`src/rtl/mmu_pkg.sv`:
```
// mmu_pkg: shared MMU sizing, sequencer FSM encoding and timer preload helper
package mmu_pkg;
   localparam int SIZE      = 4;
   localparam int BIT_WIDTH = 8;
   localparam int ARR_WIDTH = SIZE * BIT_WIDTH;
   localparam int ACC_WIDTH = SIZE * SIZE * 16;
   localparam int WT_SETTLE = 8;
   localparam int DRAIN_CYC = 8;
   localparam int CNT_W     = 8;

   typedef enum logic [2:0] {
      S_IDLE,
      S_LOAD_W,
      S_SETTLE,
      S_STREAM,
      S_DRAIN,
      S_RESULT
   } state_t;

   // DRAIN loads DRAIN_CYC rather than DRAIN_CYC-1 so its final zero cycle is the capture cycle
   function automatic logic [CNT_W-1:0] tmr_init(state_t s);
      return (s == S_LOAD_W) ? CNT_W'(SIZE - 1) :
             (s == S_SETTLE) ? CNT_W'(WT_SETTLE - 1) :
             (s == S_DRAIN)  ? CNT_W'(DRAIN_CYC) : '0;
   endfunction
endpackage

```
`src/rtl/mmu_seq_timer.sv`:
```
// mmu_seq_timer: loadable down-counter that parks at zero and flags it
module mmu_seq_timer #(
   parameter int W = 8
) (
   input  logic         clk,
   input  logic         rst_n,
   input  logic         i_load,
   input  logic [W-1:0] i_val,
   output logic         o_zero
);
   logic [W-1:0] r_cnt;

   // load takes priority; otherwise count down and hold at zero
   always_ff @(posedge clk or negedge rst_n) begin
      if (!rst_n) r_cnt <= '0;
      else if (i_load) r_cnt <= i_val;
      else if (r_cnt != '0) r_cnt <= r_cnt - W'(1);
   end

   assign o_zero = (r_cnt == '0);
endmodule

```
`src/rtl/mmu_seq_ctrl.sv`:
```
// mmu_seq_ctrl: weight preload, activation streaming and result capture for the 4x4 MMU
module mmu_seq_ctrl
   import mmu_pkg::*;
(
   input  logic                 clk,
   input  logic                 rst_n,
   input  logic                 i_start,
   input  logic [CNT_W-1:0]     i_num_vec,
   output logic                 o_busy,
   output logic                 o_done,
   output logic                 o_err,
   input  logic                 i_wt_valid,
   input  logic [ARR_WIDTH-1:0] i_wt_data,
   output logic                 o_wt_ready,
   input  logic                 i_act_valid,
   input  logic [ARR_WIDTH-1:0] i_act_data,
   output logic                 o_act_ready,
   output logic                 o_mmu_control,
   output logic [ARR_WIDTH-1:0] o_mmu_wt_arr,
   output logic [ARR_WIDTH-1:0] o_mmu_data_arr,
   input  logic [ACC_WIDTH-1:0] i_mmu_acc_out,
   output logic                 o_res_valid,
   output logic [ACC_WIDTH-1:0] o_res_data,
   input  logic                 i_res_ready
);
   state_t               r_state, w_nxt;
   logic [CNT_W-1:0]     r_num, r_vcnt;
   logic                 r_err, r_mmu_ctrl;
   logic [ARR_WIDTH-1:0] r_wt_arr, r_data_arr;
   logic [ACC_WIDTH-1:0] r_res_data;
   logic                 w_wt_beat, w_act_beat, w_last_vec, w_tmr_ld, w_tmr_zero;
   logic [CNT_W-1:0]     w_tmr_val;

   assign w_wt_beat  = (r_state == S_LOAD_W) && i_wt_valid;
   assign w_act_beat = (r_state == S_STREAM) && i_act_valid;
   assign w_last_vec = w_act_beat && (r_vcnt == r_num - CNT_W'(1));

   // one timer serves LOAD_W, SETTLE and DRAIN; it is reloaded on every state change
   mmu_seq_timer #(.W(CNT_W)) u_timer (
      .clk    (clk),
      .rst_n  (rst_n),
      .i_load (w_tmr_ld),
      .i_val  (w_tmr_val),
      .o_zero (w_tmr_zero)
   );

   // state register
   always_ff @(posedge clk or negedge rst_n) begin
      if (!rst_n) r_state <= S_IDLE;
      else r_state <= w_nxt;
   end

   // next-state decode and timer preload
   always_comb begin
      w_nxt = r_state;
      case (r_state)
         S_IDLE:   w_nxt = i_start ? S_LOAD_W : S_IDLE;
         S_LOAD_W: w_nxt = !i_wt_valid ? S_IDLE : w_tmr_zero ? S_SETTLE : S_LOAD_W;
         S_SETTLE: w_nxt = !w_tmr_zero ? S_SETTLE : (r_num == '0) ? S_DRAIN : S_STREAM;
         S_STREAM: w_nxt = w_last_vec ? S_DRAIN : S_STREAM;
         S_DRAIN:  w_nxt = w_tmr_zero ? S_RESULT : S_DRAIN;
         S_RESULT: w_nxt = i_res_ready ? S_IDLE : S_RESULT;
         default:  w_nxt = S_IDLE;
      endcase
      w_tmr_ld  = (w_nxt != r_state);
      w_tmr_val = tmr_init(w_nxt);
   end

   // registered MMU drive, job bookkeeping and result capture
   always_ff @(posedge clk or negedge rst_n) begin
      if (!rst_n) begin
         r_num      <= '0;
         r_vcnt     <= '0;
         r_err      <= 1'b0;
         r_mmu_ctrl <= 1'b0;
         r_wt_arr   <= '0;
         r_data_arr <= '0;
         r_res_data <= '0;
      end else begin
         r_mmu_ctrl <= w_wt_beat;
         r_wt_arr   <= w_wt_beat ? i_wt_data : '0;
         r_data_arr <= w_act_beat ? i_act_data : '0;
         if (r_state == S_IDLE && i_start) begin
            r_num  <= i_num_vec;
            r_vcnt <= '0;
            r_err  <= 1'b0;
         end
         if (r_state == S_LOAD_W && !i_wt_valid) r_err <= 1'b1;
         if (w_act_beat) r_vcnt <= r_vcnt + CNT_W'(1);
         if (r_state == S_DRAIN && w_tmr_zero) r_res_data <= i_mmu_acc_out;
      end
   end

   assign o_busy         = (r_state != S_IDLE);
   assign o_done         = (r_state == S_RESULT) && i_res_ready;
   assign o_err          = r_err;
   assign o_wt_ready     = (r_state == S_LOAD_W);
   assign o_act_ready    = (r_state == S_STREAM);
   assign o_res_valid    = (r_state == S_RESULT);
   assign o_mmu_control  = r_mmu_ctrl;
   assign o_mmu_wt_arr   = r_wt_arr;
   assign o_mmu_data_arr = r_data_arr;
   assign o_res_data     = r_res_data;
endmodule

```
`config.mk`:
```
export PLATFORM = sky130hd
export DESIGN_NAME = mmu_seq_ctrl
export DESIGN_NICKNAME = d
export VERILOG_FILES = /design/src/rtl/mmu_pkg.sv /design/src/rtl/mmu_seq_timer.sv /design/src/rtl/mmu_seq_ctrl.sv
export SDC_FILE = /design/constraint.sdc
export NUM_CORES = 1
export LEC_CHECK = 0
export CAP_MARGIN = 20
export CORE_AREA = 2 2 256 258
export DETAILED_ROUTE_END_ITERATION = 16
export DIE_AREA = 0 0 258 260
export GPL_TIMING_DRIVEN = 0
export SYNTH_ARGS = -nofsm -noshare
export SYNTH_HDL_FRONTEND = slang
export SYNTH_SLANG_ARGS = --single-unit
```
`constraint.sdc`:
```
create_clock -name clk -period 2.1 [get_ports clk]
set_clock_uncertainty 0.15 [all_clocks]
set_input_delay 0.42 -clock clk [delete_from_list [all_inputs] [get_ports clk]]
set_output_delay 0.42 -clock clk [all_outputs]
set_load 0.005 [all_outputs]
```
==> flow_metrics.tcl, run 1 <==
set metrics [dict create \
    clkPwrFrac 0.470 \
    ios 661 \
    routabilityCongestion 0.821 \
    max-cap-violations 0 \
    num_rows 93 \
    ys_seq_area_frac 0.656 \
    cp_common_cell "buf_12" \
    synth_compound_area_frac 0.0177 \
    htree_levels 2 \
    seq_power_share 0.450 \
    r2r_end "o_res_data[217]" \
    setup_viol 260 \
    crit_start "u_timer.r_cnt[1]" \
    clock_sinks 349 \
    grt_pass1_vias 11077 \
    routed_via_density 4.06 \
    ys_ff_latch 349 \
    drive_above_1_share 0.282 \
    cts_tree "done" \
    cp-start-kind "register" \
    fp.dieW_um 258 \
    fin_util 0.375 \
    die-area_sq_mm 0.0671 \
    cts_made_buffers 42 \
    synth_top_family_by_area "multiplexers" \
    power.internal_w 0.0119 \
    die_h_um 260 \
    worst_slew_pin_slew_ns 0.798 \
    max_stage_delay_ns 0.40 \
    fin_cells 2508 \
    synth_area_leaders "dfrtp_1 (66%), mux2_2 (22%), and3_1 (3.1%), buf_4 (1.4%), xnor2_1 (0.79%)" \
    drtIter0Drc 508 \
    switching_share 0.222 \
    final_antenna_net_count 0 \
    yosysWarnings 0 \
    max-vdd-ir-drop_mv 0.486 \
    yosys.area.top_type "dfrtp_1" \
    track_usage 0.140 \
    synth-simple-area-share 0.0625 \
    dp_hpwl_um 36400 \
    path_cells "inv_2, ha_4, nor4b_4, and4_4, buf_12, buf_16, buf_12, clkbuf_16, mux2_4" \
    first_pass_iters 4 \
    synthCells 864 \
    reg2reg_depth 9 \
    drt-total-wl_um 49500 \
    worst_slack_ns -0.199 \
    dp_cells 2382 \
    crit_required_ns 2.38 \
    cts-root-buf "clkbuf_16" \
    drc 0 \
    syn_area_sq_mm 0.0133 \
    finalMaxSlewViolations 0 \
    synth-xor-area-share 0.0105 \
    reg2reg_from "u_timer.r_cnt[1]" \
    rsz0062_at_grt "yes" \
    setup_tns_ns -29.18 \
    grt_max_degree 108 \
    failed_checks "negative setup slack" \
    syn_area_per_cell_sq_um 15.4 \
    grt_first_pass_wirelength_um 71000 \
    clkLatencyLatePin_ns 0.55 \
    syn-num-nets 1201 \
    cp-end-kind "register" \
    cts_buffer_depth 3 \
    reg2reg_slack_ns -0.20 \
    synthAdderAreaFrac 0.00282 \
    fmax_mhz 435 \
    overflow 0 \
    hold_violations 0 \
    period_needed_ns 2.30 \
    path_clk_slew_ns 0.06 \
    synth_top_area_frac 0.656 \
    initial_core_util 0.208 \
    p_switching_w 0.00339 \
    wl_per_cell_um 19.8 \
    synth.distinct_cells 45 \
    status "finished, violations left" \
    path_class "reg2reg" \
    antenna_found_initial 2 \
    core_sq_mm 0.0641 \
    num_vias 10183 \
    leakage_nw 11.3 \
    synth_mux_area_frac 0.227 \
    comb_power_share 0.080 \
    fin_nets 1960 \
    powerDensity_mw_per_mm2 635 \
    slew-limit-headroom 0.468 \
    crit_arrival_ns 2.58 \
    cp_slowest_cell "dfrtp_1" \
    area_growth_pct 81.0 \
    critical_path.max_fanout 8 \
    finalCritPeriodShare 1.09 \
    io_buffers 660 \
    holdCritPathClass "in2async" \
]
power by group through the flow:
stage / Combinational (W) / Sequential (W) / Clock [W]
6_report: 0.00123 / 0.00688 / 0.00719
5_1_grt: 0.00133 / 0.00688 / 0.00776
4_1_cts: 0.00121 / 0.00687 / 0.00748
3_5_place_dp: 0.00119 / 0.00699 / 0
3_3_place_gp: 0.00115 / 0.00701 / 0
2_1_floorplan: 0.000263 / 0.00699 / 0
critical path, delay by kind of cell (launching register included):
family	cells	cell delay (ns)
buffers and inverters	5	0.65
AND/OR/NAND/NOR	2	0.52
multiplexers	1	0.30
flip-flops	1	0.40
adder cells (fa/ha/maj)	1	0.13
cell families after synthesis:
family,after synthesis
and+or+nand+nor,138
muxes,268
xor gates and xnor gates,16
AOI/OAI and AO/OA,35
DFF,349
buffers and inverters,55
adders and majority gates,3
worst max-delay path by stage:
| stage | endpoint | depth (start not counted) | slack [ns] |
|---|---|---|---|
| 2_1_floorplan | o_res_data[100] | 8 | -0.02 |
| 4_1_cts | o_res_data[159] | 9 | -0.20 |
| 5_1_grt | o_res_data[222] | 9 | -0.27 |
| 3_5_place_dp | o_act_ready | 4 | -0.46 |
| 6_report | o_res_data[217] | 9 | -0.20 |
| 3_3_place_gp | o_res_data[15] | 1 | -15.17 |
per-layer routing:
metal | track usage | part of all wire
met1 | 0.154 | 0.37
met2 | 0.250 | 0.51
met3 | 0.0497 | 0.085
met4 | 0.0459 | 0.029
met5 | 0 | 0.00055
metrics by stage:
| stage | hold WS, ns | power (W) | worst slack (ns) | cell area [sq um] |
|---|---|---|---|---|
| floorplan | -0.0256 | 0.00725 | -0.0232 | 13400 |
| global placement | 0.338 | 0.00816 | -15.17 | 21100 |
| detailed placement | 0.246 | 0.00818 | -0.460 | 21200 |
| CTS | 0.227 | 0.0156 | -0.201 | 23800 |
| global route | 0.262 | 0.0160 | -0.269 | 24100 |
| finish | 0.261 | 0.0153 | -0.199 | 24100 |
layout by cell type, fill, tap and decap left out, types with 3 or more instances in the layout:
cell,synthesis,layout
and3_1,65,65
clkbuf_1,15,16
clkdlybuf4s50_1,0,631
xor2_1,4,4
buf_4,24,31
buf_8,0,14
nor3_1,10,5
nand3_1,7,5
inv_2,0,4
mux2_4,0,124
a21oi_1,15,14
mux2_2,265,141
nand4_1,3,3
nand2_1,24,23
clkbuf_16,0,46
buf_6,1,13
nor2_1,7,7
inv_1,9,5
xnor2_1,12,11
dlymetal6s2s_1,0,21
nor3_2,0,3
dfrtp_2,0,6
mux2i_1,3,3
o21ai_0,6,4
dfrtp_1,349,343
clkbuf_8,0,16
buf_12,0,22
clkinv_2,0,5
buf_16,0,6
clkbuf_2,0,3
and2_4,1,3
cell type report:
class / count / area, sq um
Antenna cell: 2 / 5.00
Buffer: 42 / 567
Clock buffer: 63 / 1280
Clock inverter: 9 / 88.8
Fill cell: 6079 / 40000
Inverter: 9 / 33.8
Multi-Input combinational cell: 460 / 4880
Sequential cell: 349 / 8740
Tap cell: 855 / 1070
Timing Repair Buffer: 719 / 7410
sequential cells by signal, summed over array words and instances (netlist names):
name and cells:
o_res_data 256, o_mmu_data_arr 32, o_mmu_wt_arr 32, r_num 8, r_vcnt 8, u_timer.r_cnt 8
r_state 3, o_err 1, o_mmu_control 1
repair_timing:
action	in CTS	in global routing
endpoints found under the hold margin	58	0
hold buffers	1	0
setup buffers	36	14
setup endpoints to repair	299	300
resized for setup	198	88
cloned	7	5
pin swaps	5	12
synthesized netlist by cell type, drive strengths merged:
cell type  instances
inv                9
nor3b              4
and2               4
and3              65
nor3              10
or3b               1
and4bb             1
a2111oi            1
nand2             24
mux2             265
o21a               2
nor2               7
or2b               1
nor2b              1
clkbuf            15
mux2i              3
a22o               2
xnor2             12
o31ai              1
ha                 3
and4               2
o21ai              6
xor2               4
dfrtp            349
a21oi             15
a211o              1
nor4b              1
and3b              1
nand4              3
nand2b             2
buf               31
o22ai              2
a31oi              2
nand3b             2
a41oi              1
o32ai              1
o221a              1
nor4               2
nand3              7
Power figures use the tool's default switching activity.
==> run 2, diff against run 1 <==
Settings changed: SKIP_LAST_GASP set to 1.
==> flow_metrics.tcl, run 2 (synthesized netlist as in run 1, its figures left out) <==
set metrics [dict create \
    core_sq_mm 0.0641 \
    htree_levels 2 \
    grt_max_degree 108 \
    dp_slack_ns -0.460 \
    grt_first_pass_wirelength_um 70100 \
    wl_per_cell_um 19.5 \
    antenna_found_initial 2 \
    drc 0 \
    period_needed_ns 2.30 \
    finalCritPeriodShare 1.10 \
    dp_hpwl_um 36400 \
    finalMaxSlewViolations 0 \
    die_h_um 260 \
    failed_checks "negative setup slack" \
    reg2reg_depth 9 \
    powerDensity_mw_per_mm2 642 \
    worst_slew_pin_slew_ns 0.830 \
    critical_path.max_fanout 8 \
    crit_arrival_ns 2.58 \
    status "finished, violations left" \
    track_usage 0.138 \
    clock_sinks 349 \
    holdCritPathClass "in2async" \
    num_vias 10112 \
    max-cap-violations 0 \
    setup_viol 260 \
    worst_slack_ns -0.200 \
    hold_violations 0 \
    reg2reg_slack_ns -0.20 \
    path_class "reg2reg" \
    r2r_end "o_res_data[217]" \
    fill_cells 6103 \
    routed_via_density 4.03 \
    cp-start-kind "register" \
    cts_tree "done" \
    clkLatencyLatePin_ns 0.55 \
    leakage_nw 11.2 \
    overflow 0 \
    fin_nets 1960 \
    cts_buffer_depth 3 \
    p_total_w 0.0153 \
    ios 661 \
    largest_reg_flops 256 \
    cts_made_buffers 42 \
    initial_core_util 0.208 \
    path_clk_slew_ns 0.06 \
    die-area_sq_mm 0.0671 \
    cp-end-kind "register" \
    first_pass_iters 4 \
    num_rows 93 \
    fmax_mhz 435 \
    max-vdd-ir-drop_mv 0.485 \
    grt_pass1_vias 11001 \
    cts-root-buf "clkbuf_16" \
    crit_required_ns 2.38 \
    slew-limit-headroom 0.447 \
    drtIter0Drc 447 \
    mostFrequentLayoutCells "clkdlybuf4s50_1 (632), dfrtp_1 (343), mux2_2 (213)" \
    area_growth_pct 79.0 \
    drive_above_1_share 0.283 \
    fp.dieW_um 258 \
    final_common_cell "clkdlybuf4s50_1" \
    rsz0062_at_grt "yes" \
    drt-total-wl_um 49000 \
    reg2reg_from "u_timer.r_cnt[1]" \
    routabilityCongestion 0.821 \
    io_buffers 660 \
    final_antenna_net_count 0 \
    fin_util 0.371 \
]
==> run 2: area by class of cell <==
cell class | count | area, sq um | share of cell area
diodes | 2 | 5.00 | 0.000210
flip-flops and latches | 349 | 8740 | 0.367
clock inverters | 9 | 88.8 | 0.00373
repair buffers | 719 | 7400 | 0.311
clock buffers | 63 | 1280 | 0.0537
multi-input cells | 460 | 4630 | 0.194
plain buffers | 42 | 567 | 0.0238
inverters | 9 | 33.8 | 0.00142
well taps | 855 | 1070 | 0.0449
==> run 2: critical path, stage by stage (launching register included) <==
cell and delay, ns:
dfrtp_1 0.40, inv_2 0.10, ha_4 0.14, nor4b_4 0.22
and4_4 0.29, buf_12 0.14, buf_16 0.15, buf_12 0.13
clkbuf_16 0.15, mux2_4 0.30
==> run 2: layer usage <==
metal,track usage,up-vias,part of all wire
met2,0.250,420,0.52
met4,0.0448,4,0.028
met1,0.149,5030,0.37
li1,-,4579,-
met3,0.0496,79,0.088
met5,0,-,0.00053
==> run 2: through the flow <==
stage | hold slack, ns | instance area [sq um] | setup TNS [ns] | std cells
2_1_floorplan | -0.0256 | 13400 | -5.58 | 864
3_3_place_gp | 0.338 | 21100 | -5364.38 | 2379
3_5_place_dp | 0.246 | 21200 | -95.28 | 2382
4_1_cts | 0.227 | 23500 | -34.92 | 2498
5_1_grt | 0.262 | 23800 | -50.93 | 2506
6_report | 0.260 | 23800 | -28.68 | 2508
==> run 2: how the worst max path moves through the flow <==
stage                           from               end  slack [ns]  cells after the start
CTS                       r_state[1]  u_timer.r_cnt[3]       -0.20                      9
detailed placement        r_state[2]       o_act_ready       -0.46                      4
global placement               rst_n    o_res_data[15]      -15.17                      1
floorplan           u_timer.r_cnt[0]   o_res_data[100]       -0.02                      8
global route        u_timer.r_cnt[1]   o_res_data[223]       -0.27                      9
finish              u_timer.r_cnt[1]   o_res_data[217]       -0.20                      9
==> run 2: timing repair <==
item                       CTS  global route
hold endpoints to repair    58             0
setup endpoints to repair  299           311
resized for setup          119            99
pin swaps                    4            15
setup buffers               36            15
hold buffers                 1             0
cloned                       7             4
==> run 2: where the power goes <==
part | internal, W | switching [W] | total (W) | leakage, nW
registers | 0.00681 | 0.0000708 | 0.00688 | 4.82
clock network | 0.00431 | 0.00288 | 0.00719 | 0.682
logic | 0.000782 | 0.000443 | 0.00122 | 5.75
total | 0.0119 | 0.00339 | 0.0153 | 11.2
